--- config.mk ---
export PLATFORM = sky130hd
export DESIGN_NAME = train_sched
export DESIGN_NICKNAME = d
export VERILOG_FILES = /design/src/rtl/train_pkg.sv /design/src/rtl/ser_word_rx.sv /design/src/rtl/train_sched.sv
export SDC_FILE = /design/constraint.sdc
export NUM_CORES = 1
export LEC_CHECK = 0
export ABC_CLOCK_PERIOD_IN_PS = 4600
export BUFFER_PORTS_ARGS = -buffer_cell sky130_fd_sc_hd__buf_2
export CORE_MARGIN = 2
export CORE_UTILIZATION = 40
export CTS_CLUSTER_SIZE = 14
export DETAILED_ROUTE_END_ITERATION = 7
export GPL_TIMING_DRIVEN = 0
export SKIP_LAST_GASP = 1
export SYNTH_ARGS = -nofsm -noshare
export SYNTH_HDL_FRONTEND = slang
export SYNTH_SLANG_ARGS = --single-unit
--- constraint.sdc ---
create_clock -name CLK -period 4.6 [get_ports CLK]
set_input_delay 0.46 -clock CLK [delete_from_list [all_inputs] [get_ports CLK]]
set_output_delay 0.46 -clock CLK [all_outputs]
set_load 0.02 [all_outputs]
--- src/rtl/train_pkg.sv ---
// Shared types and default sizes for the linear-regression training sequencer.
package train_pkg;

  localparam int LENGTH_DEF       = 16;
  localparam int ADDR_WIDTH_DEF   = 12;
  localparam int MAX_FEATURES_DEF = 15;

  // Width of the word-slot index within one dataset row (slots 0..MAX_FEATURES).
  localparam int SLOT_W = $clog2(MAX_FEATURES_DEF + 1);

  typedef enum logic [2:0] {
    LOAD,
    ISSUE,
    WAIT,
    UPD,
    DONE
  } state_t;

endpackage

--- src/rtl/ser_word_rx.sv ---
// Bit-serial to parallel word receiver: LSB first, one word every LENGTH enabled cycles.
module ser_word_rx #(
  parameter int LENGTH = 16
) (
  input  logic              clk,
  input  logic              rst_n,
  input  logic              en,
  input  logic              s,
  output logic              word_valid,
  output logic [LENGTH-1:0] word
);

  localparam int CW = $clog2(LENGTH);

  logic [LENGTH-1:0] shreg;
  logic [CW-1:0]     bit_cnt;

  // Shift in one bit per enabled cycle and hand out the word with a one-cycle valid.
  always_ff @(posedge clk) begin
    if (!rst_n) begin
      shreg      <= '0;
      bit_cnt    <= '0;
      word_valid <= 1'b0;
      word       <= '0;
    end else begin
      word_valid <= 1'b0;
      if (en) begin
        shreg <= {s, shreg[LENGTH-1:1]};
        if (bit_cnt == CW'(LENGTH - 1)) begin
          bit_cnt    <= '0;
          word_valid <= 1'b1;
          word       <= {s, shreg[LENGTH-1:1]};
        end else begin
          bit_cnt <= bit_cnt + CW'(1);
        end
      end
    end
  end

endmodule

--- src/rtl/train_sched.sv ---
// Training sequencer: loads the serial dataset into memory, then drives epochs of
// sample reads and weight updates until the configured epoch count is reached.
module train_sched
  import train_pkg::*;
#(
  parameter int ADDR_WIDTH   = ADDR_WIDTH_DEF,
  parameter int MAX_FEATURES = MAX_FEATURES_DEF,
  parameter int LENGTH       = LENGTH_DEF
) (
  input  logic                  CLK,
  input  logic                  RST,
  input  logic                  S,
  input  logic [3:0]            feat,
  input  logic [7:0]            epoch,
  input  logic [ADDR_WIDTH-1:0] data_points,
  input  logic [3:0]            learn_rate,
  output logic                  wr_en,
  output logic [ADDR_WIDTH-1:0] wr_addr,
  output logic [SLOT_W-1:0]     wr_word_sel,
  output logic [LENGTH-1:0]     wr_data,
  output logic                  rd_en,
  output logic [ADDR_WIDTH-1:0] rd_addr,
  output logic                  dp_start,
  input  logic                  dp_ack,
  output logic                  epoch_end,
  input  logic                  upd_ack,
  output logic [3:0]            lr_out,
  output logic [7:0]            cur_epoch,
  output logic                  busy,
  output logic                  done_
);

  localparam int SLOT_BITS = $clog2(MAX_FEATURES + 1);

  state_t                state;
  state_t                state_nxt;
  logic [ADDR_WIDTH-1:0] row;
  logic [SLOT_BITS-1:0]  slot;
  logic [3:0]            feat_q;
  logic [7:0]            epoch_q;
  logic [ADDR_WIDTH-1:0] dp_q;
  logic [3:0]            lr_q;
  logic                  upd_seen;
  logic                  busy_q;
  logic                  done_q;
  logic                  word_valid;
  logic [LENGTH-1:0]     word;
  logic                  last_row;
  logic                  last_epoch;

  ser_word_rx #(
    .LENGTH(LENGTH)
  ) u_rx (
    .clk       (CLK),
    .rst_n     (RST),
    .en        (state == LOAD),
    .s         (S),
    .word_valid(word_valid),
    .word      (word)
  );

  assign last_row   = (row == dp_q);
  assign last_epoch = (cur_epoch == epoch_q - 8'd1);

  // Configuration is sampled continuously during reset and frozen once it is released.
  always_ff @(posedge CLK) begin
    if (!RST) begin
      feat_q  <= feat;
      epoch_q <= epoch;
      dp_q    <= data_points;
      lr_q    <= learn_rate;
    end
  end

  // Next-state decode and the single-cycle strobes of each state.
  always_comb begin
    state_nxt = state;
    rd_en     = 1'b0;
    dp_start  = 1'b0;
    epoch_end = 1'b0;
    case (state)
      LOAD: begin
        if (word_valid && slot == '0 && last_row)
          state_nxt = (epoch_q == 8'd0) ? DONE : ISSUE;
      end
      ISSUE: begin
        rd_en     = 1'b1;
        dp_start  = 1'b1;
        state_nxt = WAIT;
      end
      WAIT: begin
        if (dp_ack)
          state_nxt = last_row ? UPD : ISSUE;
      end
      UPD: begin
        epoch_end = !upd_seen;
        if (upd_ack && upd_seen)
          state_nxt = last_epoch ? DONE : ISSUE;
      end
      DONE: begin
        state_nxt = DONE;
      end
      default: state_nxt = LOAD;
    endcase
  end

  // State register plus row/slot/epoch bookkeeping; an ack in the strobe cycle is never seen
  // because the ISSUE cycle ignores dp_ack and the first UPD cycle ignores upd_ack.
  always_ff @(posedge CLK) begin
    if (!RST) begin
      state     <= LOAD;
      row       <= '0;
      slot      <= SLOT_BITS'(feat);
      cur_epoch <= '0;
      upd_seen  <= 1'b0;
      busy_q    <= 1'b0;
      done_q    <= 1'b0;
    end else begin
      state    <= state_nxt;
      upd_seen <= (state == UPD);
      busy_q   <= (state_nxt != DONE);
      done_q   <= (state_nxt == DONE);
      case (state)
        LOAD: begin
          if (word_valid) begin
            if (slot == '0) begin
              slot <= SLOT_BITS'(feat_q);
              row  <= last_row ? '0 : row + ADDR_WIDTH'(1);
            end else begin
              slot <= slot - SLOT_BITS'(1);
            end
          end
        end
        WAIT: begin
          if (dp_ack && !last_row)
            row <= row + ADDR_WIDTH'(1);
        end
        UPD: begin
          if (upd_ack && upd_seen && !last_epoch) begin
            cur_epoch <= cur_epoch + 8'd1;
            row       <= '0;
          end
        end
        default: ;
      endcase
    end
  end

  assign wr_en       = word_valid;
  assign wr_data     = word;
  assign wr_addr     = word_valid ? row : '0;
  assign wr_word_sel = word_valid ? SLOT_W'(slot) : '0;
  assign rd_addr     = rd_en ? row : '0;
  assign lr_out      = lr_q;
  assign busy        = busy_q;
  assign done_       = done_q;

endmodule

Word level (Yosys, flattened, before mapping)
Cells that the tools add are included.
{"block": "word_totals", "elab_cells": 76, "ff_bits": 95, "out_inout_bits": 62}
{"block": "classes", "add_sub_neg": 5, "reduce_logical": 17, "muxes": 24, "eq_ne": 15}
{"cell": "$mux W12", "n": 7}
{"cell": "$pmux W12 S3", "n": 1}
{"cell": "$mux W4", "n": 6}
{"cell": "$mux W3", "n": 5}
{"cell": "$pmux W3 S5", "n": 1}
{"cell": "$add A12 B1 Y12 const B", "n": 1}
{"cell": "$eq A12 B12 Y1", "n": 1}
{"cell": "$add A8 B1 Y8 const B", "n": 1}
{"cell": "$eq A8 B8 Y1", "n": 1}
{"cell": "$logic_not A8 Y1", "n": 1}
{"cell": "$reduce_and A2 Y1", "n": 4}
{"cell": "$sub A8 B1 Y8 const B", "n": 1}
{"cell": "$eq A3 B2 Y1 const B", "n": 2}
{"cell": "$eq A3 B3 Y1 const B", "n": 2}
{"cell": "$ne A2 B1 Y1 const B", "n": 3}
{"cell": "$ne A2 B2 Y1 const B", "n": 3}
{"cell": "$logic_and A1 B1 Y1", "n": 5}
{"cell": "$reduce_and A5 Y1", "n": 1}
{"cell": "$add A4 B1 Y4 const B", "n": 1}
{"cell": "$eq A4 B4 Y1 const B", "n": 1}
{"cell": "$logic_not A4 Y1", "n": 1}
{"cell": "$sub A4 B1 Y4 const B", "n": 1}
{"cell": "$eq A3 B1 Y1 const B", "n": 1}
{"cell": "$logic_not A1 Y1", "n": 3}
{"cell": "other kinds (5)", "n": 7}

Depth between registers and ports, before layout
Gate-level depths: netlist of run 1.
{"block": "logic_depth", "word_depth": 6, "mapped_depth": 10, "depth_no_buf": 8}

Cells and area by module
Synthesis of run 1 repeated with hierarchy kept, for this count alone.
{"block": "hier_totals", "cells_unflattened": 439, "hier_area_um2": 4485.6}
{"mod": "train_sched", "seq_area_each_um2": 1481.4, "cells_per_inst": 334, "n_inst": 1, "area_each_um2": 3264.4}
{"mod": "ser_word_rx", "seq_area_each_um2": 720.7, "cells_per_inst": 105, "n_inst": 1, "area_each_um2": 1221.2}

Worst setup path before layout of run 1
Ideal clock, no wire load.
{"block": "synth_path", "kind": "in2reg", "from": "input RST", "to": "register dp_q[0] (enable)", "n_path_buf": 3, "t_arrival_ns": 2.027, "stages": 4, "path_slack_ns": 2.169, "setup_time_ns": 0.403, "path_cell_list": "clkbuf_1 -> inv_1 -> clkbuf_1 -> clkbuf_1"}
{"item": "from (decl)", "line": "train_sched.sv:11", "rtl": "input logic RST,"}
{"item": "to (signal assigned)", "line": "train_sched.sv:70", "rtl": "dp_q <= data_points;"}
{"item": "to (decl)", "line": "train_sched.sv:41", "rtl": "logic [ADDR_WIDTH-1:0] dp_q;"}
No word-level cell between the ends.

Final worst setup path of run 1
{"block": "layout_path", "from": "register state[0]", "to": "output rd_addr[7]"}
{"block": "layout_via", "elab_chain_len": 3}
{"item": "from (decl)", "line": "train_sched.sv:35", "rtl": "state_t state;"}
{"item": "from (signal assigned)", "line": "train_sched.sv:119", "rtl": "state <= state_nxt;"}
{"item": "$eq A3 B1 Y1", "line": "train_sched.sv:81", "rtl": "case (state)"}
{"item": "$mux W1", "line": "train_sched.sv:81"}
{"item": "$mux W12", "line": "train_sched.sv:153", "rtl": "assign rd_addr = rd_en ? row : '0;"}
{"item": "to (decl)", "line": "train_sched.sv:22", "rtl": "output logic [ADDR_WIDTH-1:0] rd_addr,"}
Every way passes these cells.

==> run summary, run 1 <==
CTS tree: done
Slew margin rel.: 55.9%
Post-synth EDFFs: 32
Max_cap viols: 0
Max Fclk: 379 MHz
Yosys cell types: 48
Share of the synthesized area in the top cell type: 29.1%
WL final: 9.89 mm
Synth Net Count: 472
Synth Flop Type: dfxtp_1
Congestion Overflow GR: 0
Drt pass-1 iters: 4
Sequential-to-total area share from yosys stat: 51.6%
Met2 Resource Use GR: 29.0%
Port Buffers: 94
Worst Path Max Fanout: 11
Starting Density: 41.3%
Maximum vdd drop: 0.146 mV
Area of the core: 10300 um^2
# rows: 37
First-pass GRT wire length: 16.3 mm
Vias: 3518
CTS Hold Bufs: 0
Total negative slack: 0 ns
Fin area: 5100 um^2
Cell taking the most area after synthesis: dfxtp_1
Grt met1 use: 24.4%
Avg WL per Cell: 14.5 um
Iter 0 DRT Violations: 169
CP endpoint kind: output port
# setup viols final: 0
FFs w/ async S/R, synth: 0%
Final-report hold violation count: 0
Worst-Margin Slew: 0.660 ns
Mapped cell area: 4270 um^2
Pwr per Cell Area: 294 nW/um^2
Critical Path RT: 4.14 ns
Synth top cells by count: dfxtp_1, nand2_1, and2_1, edfxtp_1, a21oi_1
Global Route met3 Usage: 3.69%
Max Slew Vio Count: 0
DIE HEIGHT: 107 um
All-Layer GR Usage: 18.2%
CP arrival: 2.18 ns
Resize count post-CTS: 0
P&R area growth vs syn: 19.6%
Die X-Extent: 107 um
H-tree depth: 3
Vias in the first global route: 3325
Layout cells sized above 1: 23.0%
Top cells by area, synth: dfxtp_1, edfxtp_1, nand2_1
Cells after Synth: 433
Yosys Warn Count: 0
RD Place Congestion: 0.791
Clock slew at reported path FFs: 0.10 ns
Post-CTS Setup Inserts: 0
Gr busiest metal: met2
Clock Tree Root: clkbuf_8
HP Class: input pin to flip-flop
Clock Sinks: 94
Post-route DRC: 0
Longest Clk Path Bufs: 2
TritonCTS Buffers: 9
Post-DP HPWL: 7.16 mm
RSZ-0062 raised after global routing: false
Outcome: complete, no violations
Mean Syn Cell Area: 9.85 um^2
Worst skew pair latency: 0.37 ns
Period minus WS final: 2.64 ns
Diodes inserted: 0
Largest net degree at the start of global routing: 27
Worst Skew: 0.0115 ns
Detail Route Antenna Nets: 0
Top-count cell post-synth: dfxtp_1
Vias/cell: 5.17
Final net count: 578
Dpl cell area: 4930 um^2
Critical path class: flip-flop to output port
Startpoint Class: flip-flop
Pleak: 2.00 nW
#FFs+latches synth: 94
I/O pin count: 95
Die area: 11500 um^2
Antenna violations before repair: 0
Tcrit/Tclk final: 57.4%
[final timing paths]
path              slack [ns]  cells past startpoint            end      startpoint
setup / recovery        1.96                      5     rd_addr[7]        state[0]
hold / removal          0.26                      1        dp_q[7]  data_points[7]
hold reg to reg         0.47                      2  u_rx.shreg[1]   u_rx.shreg[1]
setup reg to reg        2.11                      7         row[1]         slot[0]
[flip-flops by register name, summed over array words and instances (netlist names), 3 cells and up]
name,cells
lr_out,4
u_rx.shreg,15
cur_epoch,8
feat_q,4
u_rx.word,16
row,12
epoch_q,8
slot,4
dp_q,12
state,3
u_rx.bit_cnt,4
[where the power goes]
part | switching (W) | internal (W) | total [W]
combinational | 0.0000515 | 0.0000420 | 0.0000935
sequential | 0.0000192 | 0.000888 | 0.000907
clock | 0.000300 | 0.000197 | 0.000498
total | 0.000371 | 0.00113 | 0.00150
[final cells by class]
type | count | area (um^2)
tap | 136 | 170
multi-input combinational | 301 | 1900
clock buffer | 9 | 124
sequential | 94 | 2200
inverter | 12 | 45.0
buffer | 26 | 121
clock inverter | 7 | 48.8
timing repair buffer | 95 | 490
fill | 1011 | 5220
[worst max-delay path: stages, from the launching register on]
cell and delay [ns]:
dfxtp_1 0.32, clkbuf_1 0.28, nor3b_1 0.46, clkbuf_1 0.40
and2_1 0.18, buf_2 0.16
[cell families after synthesis]
family                     after synthesis  share of synthesized area (%)
xor gates and xnor gates                23                           4.72
adders and majority gates                6                           1.76
AOI/OAI and AO/OA                       96                           15.8
DFF                                     94                           51.6
muxes                                    3                          0.763
and+or+nand+nor                        173                           21.4
buffers and inverters                   38                           3.87
[layer usage]
metal / vias up / part of all wire, %
li1: 1778 / -
met1: 1659 / 48
met2: 74 / 47
met3: 7 / 4.1
met4: 0 / 1.0
met5: - / 0
[cell usage in the layout, fill, tap and decap left out, drive strengths merged, types with 9 or more instances in the layout]
| cell | instances |
|---|---|
| edfxtp | 32 |
| buf | 100 |
| o32ai | 9 |
| inv | 14 |
| nand3 | 11 |
| nand2 | 57 |
| a22o | 17 |
| o21ai | 9 |
| nor3 | 9 |
| a21oi | 29 |
| xnor2 | 20 |
| clkbuf | 30 |
| dfxtp | 62 |
| a211oi | 9 |
| nor2 | 17 |
| and2 | 33 |
[metrics by stage]
step | utilization (%) | setup WS (ns) | std cells | hold WS [ns] | power (W)
detailed placement | 47.7 | 2.14 | 664 | 0.458 | 0.00102
finish | 49.4 | 1.96 | 680 | 0.259 | 0.00150
global placement | 47.5 | 1.13 | 663 | 0.451 | 0.00102
global route | 49.4 | 1.74 | 680 | 0.244 | 0.00157
CTS | 49.4 | 1.90 | 680 | 0.240 | 0.00152
floorplan | - | 2.17 | 433 | 0.436 | 0.000983
(Power assumes the default switching activity.)
==> run 2, diff against run 1 <==
--- a/config.mk
+++ b/config.mk
@@ -5,7 +5,8 @@
 export SDC_FILE = /design/constraint.sdc
 export NUM_CORES = 1
 export LEC_CHECK = 0
-export ABC_CLOCK_PERIOD_IN_PS = 4600
+export ABC_AREA = 1
+export ABC_CLOCK_PERIOD_IN_PS = 2750
 export BUFFER_PORTS_ARGS = -buffer_cell sky130_fd_sc_hd__buf_2
 export CORE_MARGIN = 2
 export CORE_UTILIZATION = 40
==> constraint.sdc (replaced) <==
create_clock -name CLK -period 2.75 [get_ports CLK]
set_input_delay 0.275 -clock CLK [delete_from_list [all_inputs] [get_ports CLK]]
set_output_delay 0.275 -clock CLK [all_outputs]
set_load 0.02 [all_outputs]
==> run summary, run 2 <==
Max Slew Vio Count: 0 (unchanged)
Detail Route Antenna Nets: 0 (unchanged)
Resize count post-CTS: 0 (unchanged)
Yosys cell types: 34 (-29%)
Vias/cell: 4.83 (-6.7%)
Pre-CTS WS: 0.575 ns (-1.57 ns)
Clock Sinks: 94 (unchanged)
Share of the synthesized area in the top cell type: 27.3% (-1.8 points)
Worst skew pair latency: 0.34 ns (-0.03 ns)
Die area: 12300 um^2 (+6.5%)
Pwr per Cell Area: 526 nW/um^2 (+79%)
CTS Hold Bufs: 0 (unchanged)
Sequential-to-total area share from yosys stat: 48.4% (-3.3 points)
Synth Net Count: 609 (+29%)
# setup viols final: 0 (unchanged)
Seq. cell area: 2200 um^2 (unchanged)
Drt pass-1 iters: 4 (unchanged)
Mapped cell area: 4550 um^2 (+6.8%)
Congestion Overflow GR: 0 (unchanged)
P&R area growth vs syn: 21.1%
Iter 0 DRT Violations: 144 (-15%)
Fin area: 5510 um^2 (+8.1%)
HP Class: input pin to flip-flop
Vias in the first global route: 3785 (+14%)
Starting Density: 41.5% (+0.15 points)
Slew margin rel.: 51.5% (-4.3 points)
Die X-Extent: 111 um (+3.2%)
Largest net degree at the start of global routing: 30 (+11%)
Synth Flop Type: dfxtp_1
Layout cells sized above 1: 22.2% (-0.80 points)
Maximum vdd drop: 0.289 mV (+98%)
# rows: 38 (+2.7%)
Critical path class: flip-flop to output port
DP Cell Count: 805 (+21%)
Dpl cell area: 5220 um^2 (+6.0%)
RD Place Congestion: 0.872 (+10%)
Max Fclk: 439 MHz
Top cells by area, synth: dfxtp_1, edfxtp_1, nand2_1
Worst Skew: 0.00820 ns (-0.00332 ns)
Top-count cell post-synth: nand2_1
Most frequent cells in the layout: nand2_1, buf_2, inv_1
I/O pin count: 95 (unchanged)
Post-route DRC: 0 (unchanged)
Period minus WS final: 2.28 ns
WL final: 10.7 mm (+7.9%)
Startpoint Class: flip-flop
Antenna violations before repair: 0 (unchanged)
TritonCTS Buffers: 9 (unchanged)
Vias: 3965 (+13%)
Pleak: 2.49 nW (+25%)
Total negative slack: 0 ns (unchanged)
Outcome: complete, no violations
Final net count: 715 (+24%)
Clock Tree Root: clkbuf_16
Clock slew at reported path FFs: 0.07 ns (-0.03 ns)
Longest Clk Path Bufs: 2 (unchanged)
Setup slack after layout: 0.470 ns (-1.49 ns)
H-tree depth: 3 (unchanged)
Critical Path RT: 2.48 ns (-1.66 ns)
Port Buffers: 94 (unchanged)
CP endpoint kind: output port
Worst-Margin Slew: 0.727 ns (+0.0673 ns)
Non-filler cells, final: 821 (+21%)
Flip-flop count of the largest register after layout: 16 (unchanged)
Area of the core: 11000 um^2 (+6.4%)
Max_cap viols: 0 (unchanged)
Yosys Warn Count: 0 (unchanged)
Cells after Synth: 570 (+32%)
Largest regs: u_rx.word (16), u_rx.shreg (15)
Tcrit/Tclk final: 82.9%
DIE HEIGHT: 111 um (+3.2%)
CP arrival: 2.01 ns (-0.17 ns)
Avg WL per Cell: 13.0 um (-11%)
Worst Path Max Fanout: 10 (-1)
Post-CTS Setup Inserts: 0 (unchanged)
Diodes inserted: 0 (unchanged)
Top reg by flops: u_rx.word
Final-report hold violation count: 0 (unchanged)
Final Core Density: 50.2% (+0.81 points)
First-pass GRT wire length: 18.1 mm (+11%)
Post-synth EDFFs: 32 (unchanged)
Cell taking the most area after synthesis: dfxtp_1
FFs w/ async S/R, synth: 0% (unchanged)
FILL cells: 1089 (+7.7%)
Most common cell after layout, fill and taps aside: nand2_1
CTS tree: done
#FFs+latches synth: 94 (unchanged)
All-Layer GR Usage: 17.8% (-0.39 points)
Area of the multi-input gates: 1920 um^2 (+1.1%)
RSZ-0062 raised after global routing: false
Post-DP HPWL: 7.92 mm (+11%)
Mean Syn Cell Area: 7.99 um^2 (-19%)
Synth top cells by count: nand2_1, inv_1, dfxtp_1, nor2_1, o21ai_0
[run 2: area by class of cell]
type	count	share of cell area (%)
timing repair buffer	95	8.89
multi-input combinational	368	34.8
buffer	26	2.31
clock buffer	9	4.08
clock inverter	7	1.23
inverter	82	5.58
tap	140	3.18
sequential	94	39.9
[run 2: metal layers]
layer  up-vias  global-route usage, %  wire [um]
met5         -                      0          0
met4         0                   5.00        109
met3         9                   3.44        409
met2        83                   30.1       4950
met1      1805                   23.3       5200
li1       2068                      -          -
[run 2: cell families after synthesis]
kind of cell	share of synthesized area, %
DFF	48.4
buffers and inverters	9.53
adders and majority gates	1.65
xor gates and xnor gates	5.00
and+or+nand+nor	23.5
AOI/OAI and AO/OA	12.0
[run 2: critical path, cell delays in order (launching register included)]
cell and delay [ns]:
dfxtp_1 0.38, inv_1 0.08, nor3_1 0.44, inv_1 0.14
clkbuf_1 0.28, nor2_1 0.17, buf_2 0.18
[run 2: path summary, 6_finish.rpt]
check                startpoint            end  slack, ns  cells after the start
setup / recovery       state[0]     rd_addr[4]       0.47                      6
hold / removal         epoch[2]     epoch_q[2]       0.10                      1
setup reg to reg     epoch_q[0]         row[7]       0.55                     16
hold reg to reg   u_rx.shreg[8]  u_rx.shreg[8]       0.47                      2
[run 2: report_power, final]
part,switching (W),internal [W],leakage (nW),total (W)
registers,0.0000258,0.00149,0.814,0.00151
logic,0.0000978,0.0000638,1.53,0.000162
clock network,0.000588,0.000638,0.147,0.00123
total,0.000712,0.00219,2.49,0.00290
[run 2: through the flow]
| step | power (W) | hold slack (ns) |
|---|---|---|
| 2_1_floorplan | 0.00164 | 0.374 |
| 4_1_cts | 0.00293 | 0.0949 |
| 5_1_grt | 0.00302 | 0.0927 |
| 6_report | 0.00290 | 0.103 |
| 3_5_place_dp | 0.00171 | 0.453 |
| 3_3_place_gp | 0.00170 | 0.448 |
==> run 3, diff against run 2 <==
--- a/config.mk
+++ b/config.mk
@@ -6,7 +6,7 @@
 export NUM_CORES = 1
 export LEC_CHECK = 0
 export ABC_AREA = 1
-export ABC_CLOCK_PERIOD_IN_PS = 2750
+export ABC_CLOCK_PERIOD_IN_PS = 2400
 export BUFFER_PORTS_ARGS = -buffer_cell sky130_fd_sc_hd__buf_2
 export CORE_MARGIN = 2
 export CORE_UTILIZATION = 40
==> constraint.sdc (replaced) <==
create_clock -name CLK -period 2.4 [get_ports CLK]
set_input_delay 0.24 -clock CLK [delete_from_list [all_inputs] [get_ports CLK]]
set_output_delay 0.24 -clock CLK [all_outputs]
set_load 0.02 [all_outputs]
==> run summary, run 3 (synthesized netlist as in run 2, its figures left out) <==
Seq. cell area: 2200 um^2 (unchanged)
Antenna violations before repair: 0 (unchanged)
Critical Path RT: 2.16 ns (-0.32 ns)
# setup viols final: 0 (unchanged)
Most common cell after layout, fill and taps aside: nand2_1
Die area: 12300 um^2 (unchanged)
Flip-flop count of the largest register after layout: 16 (unchanged)
Clock Sinks: 94 (unchanged)
Layout cells sized above 1: 22.7% (+0.55 points)
# rows: 38 (unchanged)
Critical path class: flip-flop to output port
Logic pwr share: 5.7% (about the same)
RD Place Congestion: 0.872 (unchanged)
P&R area growth vs syn: 21.6%
Hold depth: 1 (unchanged)
Slew margin rel.: 51.5% (about the same)
H-tree depth: 3 (unchanged)
Share of power burned in registers: 52.1% (about the same)
Most used cell, CP: inv_1
Avg WL per Cell: 13.0 um (about the same)
Critical path origin: state[0]
FILL cells: 1084 (-0.46%)
CP delay by family, top: buffers and inverters
Clock Tree Root: clkbuf_16
Outcome: complete, no violations
TritonCTS Buffers: 9 (unchanged)
CTS tree: done
Worst Skew: 0.00847 ns (+0.000269 ns)
Largest regs: u_rx.word (16), u_rx.shreg (15)
Vias in the first global route: 3785 (unchanged)
Tcrit/Tclk final: 93.5%
Max_cap viols: 0 (unchanged)
Largest net degree at the start of global routing: 30 (unchanged)
Clock slew at reported path FFs: 0.07 ns (about the same)
First-pass GRT wire length: 18.1 mm (unchanged)
WL final: 10.7 mm (+0.19%)
I/O pin count: 95 (unchanged)
Max Fclk: 446 MHz
Total negative slack: 0 ns (unchanged)
CP endpoint kind: output port
Post-DP HPWL: 7.92 mm (unchanged)
Die X-Extent: 111 um (unchanged)
Maximum vdd drop: 0.331 mV (+14%)
P_sw: 0.000815 W (+14%)
CP arrival: 2.00 ns (about the same)
HP Class: input pin to flip-flop
All-Layer GR Usage: 17.8% (unchanged)
Final net count: 716 (+0.14%)
Worst Path Max Fanout: 10 (unchanged)
Final Core Density: 50.4% (+0.22 points)
Pleak: 2.50 nW (+0.28%)
Vias: 3972 (+0.18%)
Most frequent cells in the layout: nand2_1, buf_2, inv_1
DIE HEIGHT: 111 um (unchanged)
Max Slew Vio Count: 0 (unchanged)
RR Startpoint: epoch_q[1]
Startpoint Class: flip-flop
Worst skew pair latency: 0.34 ns (about the same)
Drt pass-1 iters: 4 (unchanged)
Slowest cell on crit path: nor3_1
Detail Route Antenna Nets: 0 (unchanged)
Diodes inserted: 0 (unchanged)
RSZ-0062 raised after global routing: false
Worst-Margin Slew: 0.727 ns (-0.0000727 ns)
Final-report hold violation count: 0 (unchanged)
CP max stage delay: 0.44 ns (about the same)
Reg2Reg Depth: 15 (-1)
CTS Hold Bufs: 0 (unchanged)
Internal: 0.00251 W (+15%)
Clock group share of total power: 42.2% (about the same)
Longest Clk Path Bufs: 2 (unchanged)
Vias/cell: 4.83 (about the same)
Period minus WS final: 2.24 ns
Top reg by flops: u_rx.word
Starting Density: 41.5% (unchanged)
Iter 0 DRT Violations: 174 (+21%)
Area of the multi-input gates: 1930 um^2 (+0.52%)
Hold wc startpoint: epoch[2]
Crit-path cells: inv_1, nor3_1, inv_1, clkbuf_1, nor2_1, buf_2
Switching Fraction: 24.5% (-0.034 points)
Congestion Overflow GR: 0 (unchanged)
Pwr per Cell Area: 600 nW/um^2 (+14%)
Buf/Inv on CP: 4 (unchanged)
Stages on worst setup path: 6 (unchanged)
Area of the core: 11000 um^2 (unchanged)
Post-route DRC: 0 (unchanged)
Port Buffers: 94 (unchanged)
## run 3: changes by cell type in the layout (fill, tap and decap cells not counted), sizes merged
cell	before	now
buf	105	106
## run 3: power groups by stage
stage	clock (W)	sequential (W)	combinational (W)
2_1_floorplan	0	0.00177	0.000110
3_3_place_gp	0	0.00177	0.000177
3_5_place_dp	0	0.00177	0.000186
4_1_cts	0.00144	0.00173	0.000187
5_1_grt	0.00151	0.00174	0.000215
6_report	0.00140	0.00173	0.000188
## run 3: worst paths after layout
kind              endpoint  slack, ns
max             rd_addr[4]       0.16
min             epoch_q[2]       0.07
max reg2reg         row[7]       0.28
min reg2reg  u_rx.shreg[8]       0.47
## run 3: per-layer routing
| layer | vias to the layer above | part of all wire, % | GRT usage [%] |
|---|---|---|---|
| met5 | - | 0 | 0 |
| met2 | 84 | 46 | 30.1 |
| met1 | 1808 | 49 | 23.3 |
| met4 | 0 | 1.0 | 5.00 |
| met3 | 8 | 3.7 | 3.44 |
| li1 | 2072 | - | - |
## run 3: area by class of cell
type | instances | share of cell area, %
sequential | 94 | 39.8
inverter | 82 | 5.56
clock inverter | 7 | 1.22
timing repair buffer | 96 | 8.99
buffer | 26 | 2.42
tap | 140 | 3.16
clock buffer | 9 | 4.07
multi-input combinational | 368 | 34.8
## run 3: worst reg2reg max path: cells and delay by family, from the launching register on
family	cells	cell delay [ns]
and+or+nand+nor	11	0.88
AOI/OAI and AO/OA	1	0.15
DFF	1	0.38
buffers and inverters	2	0.31
adders and majority gates	1	0.29
## run 3: metrics by stage
| stage | cell area, um^2 | instances | power [W] | hold WS (ns) | worst slack (ns) |
|---|---|---|---|---|---|
| after global routing | 5540 | 822 | 0.00346 | 0.0577 | 0.00728 |
| after detailed placement | 5220 | 805 | 0.00196 | 0.418 | 0.225 |
| after global placement | 5200 | 804 | 0.00195 | 0.417 | -0.128 |
| final | 5540 | 822 | 0.00332 | 0.0693 | 0.157 |
| after floorplan | 4550 | 570 | 0.00188 | 0.339 | 0.466 |
| after CTS | 5510 | 821 | 0.00336 | 0.0599 | 0.137 |
## run 3: timing repair
item                       in CTS  in global routing
buffers inserted                0                  1
setup endpoints to repair       0                 19
gates resized for setup         0                  7
